`config.mk`:
```
export PLATFORM = sky130hd
export DESIGN_NAME = clock_mode_ctrl
export DESIGN_NICKNAME = d
export VERILOG_FILES = /design/src/rtl/clock_mode_ctrl.sv
export SDC_FILE = /design/constraint.sdc
export NUM_CORES = 1
export LEC_CHECK = 0
export BUFFER_PORTS_ARGS = -buffer_cell sky130_fd_sc_hd__buf_2
export CAP_MARGIN = 20
export CORE_MARGIN = 3
export CORE_UTILIZATION = 50
export CTS_CLUSTER_SIZE = 28
export DETAILED_ROUTE_END_ITERATION = 16
export PLACE_DENSITY_LB_ADDON = 0.25
export SYNTH_ARGS = -nofsm -noshare
export SYNTH_HDL_FRONTEND = slang
export SYNTH_SLANG_ARGS = --single-unit
```
`constraint.sdc`:
```
create_clock -name CLOCK_50 -period 3.5 [get_ports CLOCK_50]
set_clock_uncertainty 0.15 [all_clocks]
set_input_delay 0.525 -clock CLOCK_50 [delete_from_list [all_inputs] [get_ports CLOCK_50]]
set_output_delay 0.525 -clock CLOCK_50 [all_outputs]
set_load 0.05 [all_outputs]
```
`src/rtl/clock_mode_ctrl.sv`:
```
// clock_mode_ctrl: alarm-clock mode controller. Debounces KEY0/KEY1,
// sequences time/alarm set states, issues BCD load strobes, owns the buzzer.
//
// Ports:
//   CLOCK_50     in   system clock, rising edge
//   RESET_N      in   asynchronous active-low reset
//   KEY0         in   mode button, active-low, asynchronous
//   KEY1         in   set/dismiss button, active-low, asynchronous
//   ALARM_EN     in   alarm arm switch, level
//   SET_IN[7:0]  in   BCD entry value, [7:4] tens, [3:0] ones
//   SEC_TICK     in   one-cycle pulse per second
//   ALARM_MATCH  in   high while current HH:MM equals alarm HH:MM
//   MODE[2:0]    out  RUN=0 T_HOUR=1 T_MIN=2 A_HOUR=3 A_MIN=4
//   LOAD_*       out  one-cycle load strobes (hour, min, alarm hour, alarm min)
//   LOAD_VALUE   out  BCD value qualified by any LOAD_* strobe
//   DISP_ALARM   out  display shows alarm HH:MM
//   SET_ERR      out  last KEY1 entry rejected
//   BUZZER_EN    out  buzzer drive

module clock_mode_ctrl_debounce #(
    parameter int CYCLES = 4
) (
    input  logic clk_i,
    input  logic rst_ni,
    input  logic key_i,
    output logic press_o
);

    localparam int CW = (CYCLES < 2) ? 1 : $clog2(CYCLES);
    localparam logic [CW-1:0] LAST = CW'(CYCLES - 1);

    logic          s1_q;
    logic          s2_q;
    logic          level_q;
    logic [CW-1:0] cnt_q;

    // Count while the synchronized input disagrees with the accepted level;
    // any agreement (bounce back) restarts the count.
    always_ff @(posedge clk_i or negedge rst_ni) begin
        if (!rst_ni) begin
            s1_q    <= 1'b1;
            s2_q    <= 1'b1;
            level_q <= 1'b1;
            cnt_q   <= '0;
        end else begin
            s1_q <= key_i;
            s2_q <= s1_q;
            if (s2_q == level_q) begin
                cnt_q <= '0;
            end else if (cnt_q == LAST) begin
                level_q <= s2_q;
                cnt_q   <= '0;
            end else begin
                cnt_q <= cnt_q + CW'(1);
            end
        end
    end

    // Press is the cycle in which the accepted level falls to 0.
    assign press_o = (s2_q != level_q) && (cnt_q == LAST) && !s2_q;

endmodule

module clock_mode_ctrl #(
    parameter int DEBOUNCE_CYCLES = 1_000_000,
    parameter int BUZZ_TIMEOUT_S  = 60
) (
    input  logic       CLOCK_50,
    input  logic       RESET_N,
    input  logic       KEY0,
    input  logic       KEY1,
    input  logic       ALARM_EN,
    input  logic [7:0] SET_IN,
    input  logic       SEC_TICK,
    input  logic       ALARM_MATCH,
    output logic [2:0] MODE,
    output logic       LOAD_HOUR,
    output logic       LOAD_MIN,
    output logic       LOAD_A_HOUR,
    output logic       LOAD_A_MIN,
    output logic [7:0] LOAD_VALUE,
    output logic       DISP_ALARM,
    output logic       SET_ERR,
    output logic       BUZZER_EN
);

    localparam int SW = (BUZZ_TIMEOUT_S < 2) ? 1 : $clog2(BUZZ_TIMEOUT_S);
    localparam logic [SW-1:0] LAST_S = SW'(BUZZ_TIMEOUT_S - 1);

    typedef enum logic [2:0] {
        RUN    = 3'd0,
        T_HOUR = 3'd1,
        T_MIN  = 3'd2,
        A_HOUR = 3'd3,
        A_MIN  = 3'd4
    } state_e;

    state_e        state_q;
    logic          load_hour_q;
    logic          load_min_q;
    logic          load_a_hour_q;
    logic          load_a_min_q;
    logic [7:0]    load_value_q;
    logic          disp_alarm_q;
    logic          set_err_q;
    logic          buzzer_q;
    logic          match_q;
    logic [SW-1:0] sec_cnt_q;

    logic p0;
    logic p1;
    logic hour_ok;
    logic min_ok;
    logic match_rise;

    clock_mode_ctrl_debounce #(.CYCLES(DEBOUNCE_CYCLES)) u_db0 (
        .clk_i  (CLOCK_50),
        .rst_ni (RESET_N),
        .key_i  (KEY0),
        .press_o(p0)
    );

    clock_mode_ctrl_debounce #(.CYCLES(DEBOUNCE_CYCLES)) u_db1 (
        .clk_i  (CLOCK_50),
        .rst_ni (RESET_N),
        .key_i  (KEY1),
        .press_o(p1)
    );

    assign hour_ok = (SET_IN[7:4] <= 4'd2) && (SET_IN[3:0] <= 4'd9)
                  && (SET_IN <= 8'h23);
    assign min_ok  = (SET_IN[7:4] <= 4'd5) && (SET_IN[3:0] <= 4'd9);

    assign match_rise = ALARM_MATCH && !match_q;

    // P0 always wins over P1 through the if/else ordering below.
    always_ff @(posedge CLOCK_50 or negedge RESET_N) begin
        if (!RESET_N) begin
            state_q       <= RUN;
            load_hour_q   <= 1'b0;
            load_min_q    <= 1'b0;
            load_a_hour_q <= 1'b0;
            load_a_min_q  <= 1'b0;
            load_value_q  <= 8'h00;
            disp_alarm_q  <= 1'b0;
            set_err_q     <= 1'b0;
            buzzer_q      <= 1'b0;
            match_q       <= 1'b0;
            sec_cnt_q     <= '0;
        end else begin
            load_hour_q   <= 1'b0;
            load_min_q    <= 1'b0;
            load_a_hour_q <= 1'b0;
            load_a_min_q  <= 1'b0;
            match_q       <= ALARM_MATCH;
            case (state_q)
                RUN: begin
                    if (p0) begin
                        state_q      <= ALARM_EN ? A_HOUR : T_HOUR;
                        disp_alarm_q <= ALARM_EN;
                        buzzer_q     <= 1'b0;
                        set_err_q    <= 1'b0;
                    end else if (p1 || !ALARM_EN) begin
                        buzzer_q <= 1'b0;
                    end else if (match_rise) begin
                        buzzer_q  <= 1'b1;
                        sec_cnt_q <= '0;
                    end else if (buzzer_q && SEC_TICK) begin
                        if (sec_cnt_q == LAST_S) begin
                            buzzer_q  <= 1'b0;
                            sec_cnt_q <= '0;
                        end else begin
                            sec_cnt_q <= sec_cnt_q + SW'(1);
                        end
                    end
                end
                T_HOUR: begin
                    if (p0) begin
                        state_q   <= T_MIN;
                        set_err_q <= 1'b0;
                    end else if (p1) begin
                        if (hour_ok) begin
                            load_hour_q  <= 1'b1;
                            load_value_q <= SET_IN;
                        end
                        set_err_q <= !hour_ok;
                    end
                end
                T_MIN: begin
                    if (p0) begin
                        state_q   <= RUN;
                        set_err_q <= 1'b0;
                    end else if (p1) begin
                        if (min_ok) begin
                            load_min_q   <= 1'b1;
                            load_value_q <= SET_IN;
                        end
                        set_err_q <= !min_ok;
                    end
                end
                A_HOUR: begin
                    if (p0) begin
                        state_q   <= A_MIN;
                        set_err_q <= 1'b0;
                    end else if (p1) begin
                        if (hour_ok) begin
                            load_a_hour_q <= 1'b1;
                            load_value_q  <= SET_IN;
                        end
                        set_err_q <= !hour_ok;
                    end
                end
                A_MIN: begin
                    if (p0) begin
                        state_q      <= RUN;
                        disp_alarm_q <= 1'b0;
                        set_err_q    <= 1'b0;
                    end else if (p1) begin
                        if (min_ok) begin
                            load_a_min_q <= 1'b1;
                            load_value_q <= SET_IN;
                        end
                        set_err_q <= !min_ok;
                    end
                end
                default: begin
                    state_q      <= RUN;
                    disp_alarm_q <= 1'b0;
                    buzzer_q     <= 1'b0;
                end
            endcase
        end
    end

    assign MODE        = state_q;
    assign LOAD_HOUR   = load_hour_q;
    assign LOAD_MIN    = load_min_q;
    assign LOAD_A_HOUR = load_a_hour_q;
    assign LOAD_A_MIN  = load_a_min_q;
    assign LOAD_VALUE  = load_value_q;
    assign DISP_ALARM  = disp_alarm_q;
    assign SET_ERR     = set_err_q;
    assign BUZZER_EN   = buzzer_q;

endmodule

```
-- After elaboration in Yosys (flattened, before gate mapping)
Cells that the tools add are included.
W data, S select, Z words.
- add/subtract/negate cells: 3
- multipliers: 0
- divide/modulo/power cells: 0
- order comparisons: 4
- equality and inequality tests: 26
- shifts and indexed selects: 0
- multiplexer cells: 44
- bitwise logic cells: 6
- reduce and logical (&&, ||, !) cells: 32
- operators by type and width (kind ; number):
    $mux W20 ; 4
    $mux W8 ; 6
    $add A20 B1 Y20 const B ; 2
    $eq A20 B20 Y1 const B ; 2
    $mux W1 ; 21
    $mux W6 ; 3
    $pmux W8 S2 ; 1
    $mux W3 ; 4
    $ne A2 B2 Y1 const B ; 6
    $pmux W3 S4 ; 1
    $reduce_and A4 Y1 ; 3
    $ne A2 B1 Y1 const B ; 5
    $ne A5 B5 Y1 const B ; 2
    $logic_and A1 B1 Y1 ; 9
    $le A8 B6 Y1 const B ; 1
    $reduce_and A7 Y1 ; 1
    $add A6 B1 Y6 const B ; 1
    $eq A3 B2 Y1 const B ; 2
    $eq A6 B6 Y1 const B ; 1
    $logic_not A1 Y1 ; 6
    $ne A3 B1 Y1 const B ; 2
    $not A1 Y1 ; 6
    $pmux W1 S3 ; 2
    $reduce_and A3 Y1 ; 2
    17 further kinds ; 22
- register bits after elaboration: 71
- latch bits: 0
- RAM bits: 0
- memory bits (read-only): 0
- bits of input ports: 15
- memories: 0

-- Depth between registers and ports, before layout
- depth after elaboration: 7
- gate-level depth with buffers: 8
- mapped depth without buffers: 6

-- Hierarchy
From an unflattened synthesis, not the netlist that was laid out.
- cells, all modules: 338
- area total of the unflattened synthesis: 3435.8 sq um
- modules (own cells, without submodules) (module ; instances ; cells an instance ; area an instance (sq um)):
    clock_mode_ctrl_debounce ; 2 ; 113 ; 1119.8
    clock_mode_ctrl ; 1 ; 112 ; 1196.1

-- Worst setup path after synthesis
OpenSTA, ideal clock, no wires.
- kind: input to register
- start: input SET_IN[4]
- end: register load_value_q[0] (netlist: LOAD_VALUE[0])
- arrival time: 1.957 ns
- setup slack: 1.268 ns
- stages on the path: 5
- cells stage by stage: o31a_1 > or4_1 > nor2_1 > o2111ai_2 > mux2_2
- cells in the longest elaborated chain, start to end: 5
- ends and longest elaborated chain (item ; line ; source):
    start: declaration ; 73 ; input logic [7:0] SET_IN,
    branches (longest 4 deep; another with $le A8 B6 Y1) ; -- ;
    $reduce_and A7 Y1 (no source line) * ; -- ;
    end signal: assignment ; 144 ; load_value_q <= 8'h00;
    end signal: assignment ; 184 ; load_value_q <= SET_IN;
    end signal: assignment ; 196 ; load_value_q <= SET_IN;
    end: declaration ; 103 ; logic [7:0] load_value_q;
Every way passes the cells marked *.
A chain may end at the register's enable or synchronous reset.

-- Worst setup path in the final report
- start: register u_db1.cnt_q[0]
- end: register load_value_q[2] (netlist: LOAD_VALUE[2])
- cells in the longest elaborated chain, start to end: 5
- ends and longest elaborated chain (item ; line ; source):
    start: declaration ; 35 ; logic [CW-1:0] cnt_q;
    start signal: assignment ; 54 ; cnt_q <= cnt_q + CW'(1);
    $eq A20 B20 Y1 * ; 60 ; assign press_o = (s2_q != level_q) && (cnt_q == LAST) && !s2_q;
    $logic_and A1 B1 Y1 * (2 in a row) ; 60 ;
    $ne A2 B1 Y1 (no source line) ; -- ;
    $reduce_and A7 Y1 (no source line) * ; -- ;
Every way passes the cells marked *; elsewhere a longest branch is shown, timed or not.

==> impl_metrics.ini <==
[yosys]
synth_largest_area_cell = dfrtp_1
synthCells = 343
syn_nets = 361
seq_area_frac_synth = 0.518
synthTopCellsByArea = dfrtp_1 47%, nor2_1 6.2%, xnor2_1 5.6%, dfstp_2 4.6%, xor2_1 4.3%
ys_types = 47
yosysTopAreaCellShare = 0.472
yosys_warnings = 0
synth-seq-cells = 71
synth_area_um2 = 3450
syn_avg_cell_area_um2 = 10.0

[critical_path]
cp_max_fo = 8
startpoint = u_db1.cnt_q[0]
crit_arrival_ps = 2560
cp.required_ps = 3570
cp-end-kind = flop
setup.worst_path.start_class = flop
rr_startpoint = u_db1.cnt_q[0]
critPathKind = flop to flop

[timing]
slew_violations = 0
tightest_slew_ps = 622
hold_viol = 0
setup_tns_ps = 0
max_slew_margin = 0.581
clock.fmax_mhz = 402
layout_min_cycle_time_ps = 2490
grt_setup_unrepaired = false
fin_crit_sh = 0.711
setup_viol = 0

[die]
die_area_um2 = 7930
core_um2 = 6530
rows = 29
die_w_um = 89.0
initial_utilization = 0.528
ios = 33
die_h_um = 89.0

[power]
power_density_nw_per_um2 = 426
irDropWorstVdd_uv = 266
power_leakage_nw = 1.72

[drt]
postRouteAntennaNets = 0
wl_mm = 6.88
vias = 2584
drc_errors = 0
wl_per_cell_um = 14.9
dr.pass1.iters = 4
avgViaCountPerCell = 5.59
drtIter0Drc = 89

[finish]
fillers = 563
nNetsFinal = 398
drive_gt1_frac = 0.190
fin_util = 0.603
antennaDiodeCount = 0
area_growth_pct = 14.3

[clock_network]
clockRootBuffer = clkbuf_8
postCtsHoldBufs = 0
clkLatencyLatePin_ps = 340
cts_buffers = 9
ctsHtreeMaxLevel = 3
cts_tree = yes
cts_setup_buffers = 0
clkSlewWorstSetupHoldPaths_ps = 80
clk_path_buf_depth = 2
cts.sinks = 71
cts_resized = 0

[outcome]
outcome = finished clean

[grt]
antenna_found_initial = 0
grt_first_pass_wirelength_mm = 11.4
grt_usage = 0.189
grt_max_degree = 50
grt-ovfl-total = 0
grt_pass1_vias = 2360

[job]
maxCapViolCount = 0

[worst_hold_path]
min_path_type = input port to async pin

[place]
place.port_buffers = 32
routabilityCongestion = 0.780
hpwl_mm = 4.78
==> power by group <==
group	internal (mW)	switching, mW	total (mW)
registers	0.830	0.00695	0.837
clock network	0.473	0.303	0.776
logic	0.0219	0.0432	0.0651
total	1.32	0.354	1.68
==> cells in the mapped netlist (all sizes together) <==
cell type  count
o311ai         1
or4b           2
and4b          1
dfstp          6
a21oi          4
or2            4
ha             3
and4           3
nor4b          1
nor4           8
o22a           1
nand2b         3
dfrtp         65
o21bai         1
o21ai          8
xnor2         22
nand4b         2
nand3         16
o21a           4
o31a           1
nor3b          1
a211o          2
o31ai          2
nand2         27
buf            3
o2111ai        1
mux2           9
or3            2
nor2          57
and2           4
a2111oi        1
nand4         10
o22ai          4
or4            3
o41ai          7
xor2          17
clkbuf         7
and3           6
nor2b          5
mux2i          1
nor3           8
a21o           1
inv            9
==> stage by stage <==
stage	hold WS, ps	setup WS, ps	cell area [um2]	std cells	total power [mW]
floorplan	79.4	1270	3450	343	0.880
detailed placement	198	956	3680	445	0.917
CTS	114	1000	3920	461	1.69
global route	28.0	827	3940	462	1.75
finish	7.17	1010	3940	462	1.68
global placement	196	978	3680	445	0.915
==> layout make-up <==
type                       count  area [um2]  share of cell area
tap                           77        96.3              0.0245
clock inverter                 6         109              0.0276
timing repair buffer          36         203              0.0515
clock buffer                  10         128              0.0324
multi-input combinational    253        1590               0.402
inverter                       9        33.8             0.00858
sequential                    71        1780               0.453
==> critical path, stage by stage, from the launching register on <==
cell	delay, ps
dfrtp_1	390
ha_1	220
and4_1	320
nand3_1	100
nor4_1	420
o2111ai_2	390
mux2_2	380
==> worst paths after layout <==
check,end,slack [ps],cells after the start
worst max-delay path,LOAD_VALUE[2],1010,6
min in group CLOCK_50,u_db0.s1_q,130,1
max in group asynchronous,u_db1.s1_q,2370,3
worst max register to register,LOAD_VALUE[2],1010,6
worst min register to register,u_db0.s2_q,210,0
worst min-delay path,u_db0.cnt_q[18],7,1
==> flip-flops by register name, summed over array words and instances (netlist names), 3 cells and up <==
name	flops
LOAD_VALUE	8
u_db1.cnt_q	20
u_db0.cnt_q	20
MODE	3
sec_cnt_q	6
==> cell families after synthesis <==
family,synth area share
xor+xnor,0.0991
flops,0.518
fa+ha+maj,0.0109
compound gates,0.0795
mux,0.0323
buf+inv,0.0225
simple gates,0.238
==> cell usage in the layout (no fill, tap or decap), types with 2 or more instances in the layout <==
master,netlist,final
clkinv_2,0,2
xor2_1,17,17
buf_4,1,3
or3_1,2,2
nor2_1,57,57
ha_1,3,3
a211o_1,2,2
and3_1,6,6
xnor2_1,22,22
bufinv_16,0,3
mux2_2,9,9
o22ai_1,4,4
nand2b_1,3,3
dfrtp_1,65,65
nor2b_1,5,5
nor4_1,7,7
or2_2,4,4
inv_1,9,9
nand3_1,16,16
nand4_1,10,10
o21ai_0,7,7
buf_2,2,32
o31ai_1,2,2
nand2_1,27,27
and4_1,3,3
o41ai_1,7,7
and2_1,4,4
nor3_1,8,8
dfstp_2,6,6
a21oi_1,4,4
or4_1,3,3
nand4b_1,2,2
o21a_1,4,4
clkbuf_8,0,9
==> layer usage <==
| metal | GRT usage | routed length, um | part of all wire |
|---|---|---|---|
| met5 | 0 | 0 | 0 |
| met4 | 0.0717 | 95 | 0.014 |
| met3 | 0.0479 | 301 | 0.044 |
| met1 | 0.273 | 3450 | 0.50 |
| met2 | 0.277 | 3030 | 0.44 |
No activity file was read; power rests on OpenSTA's default activity.
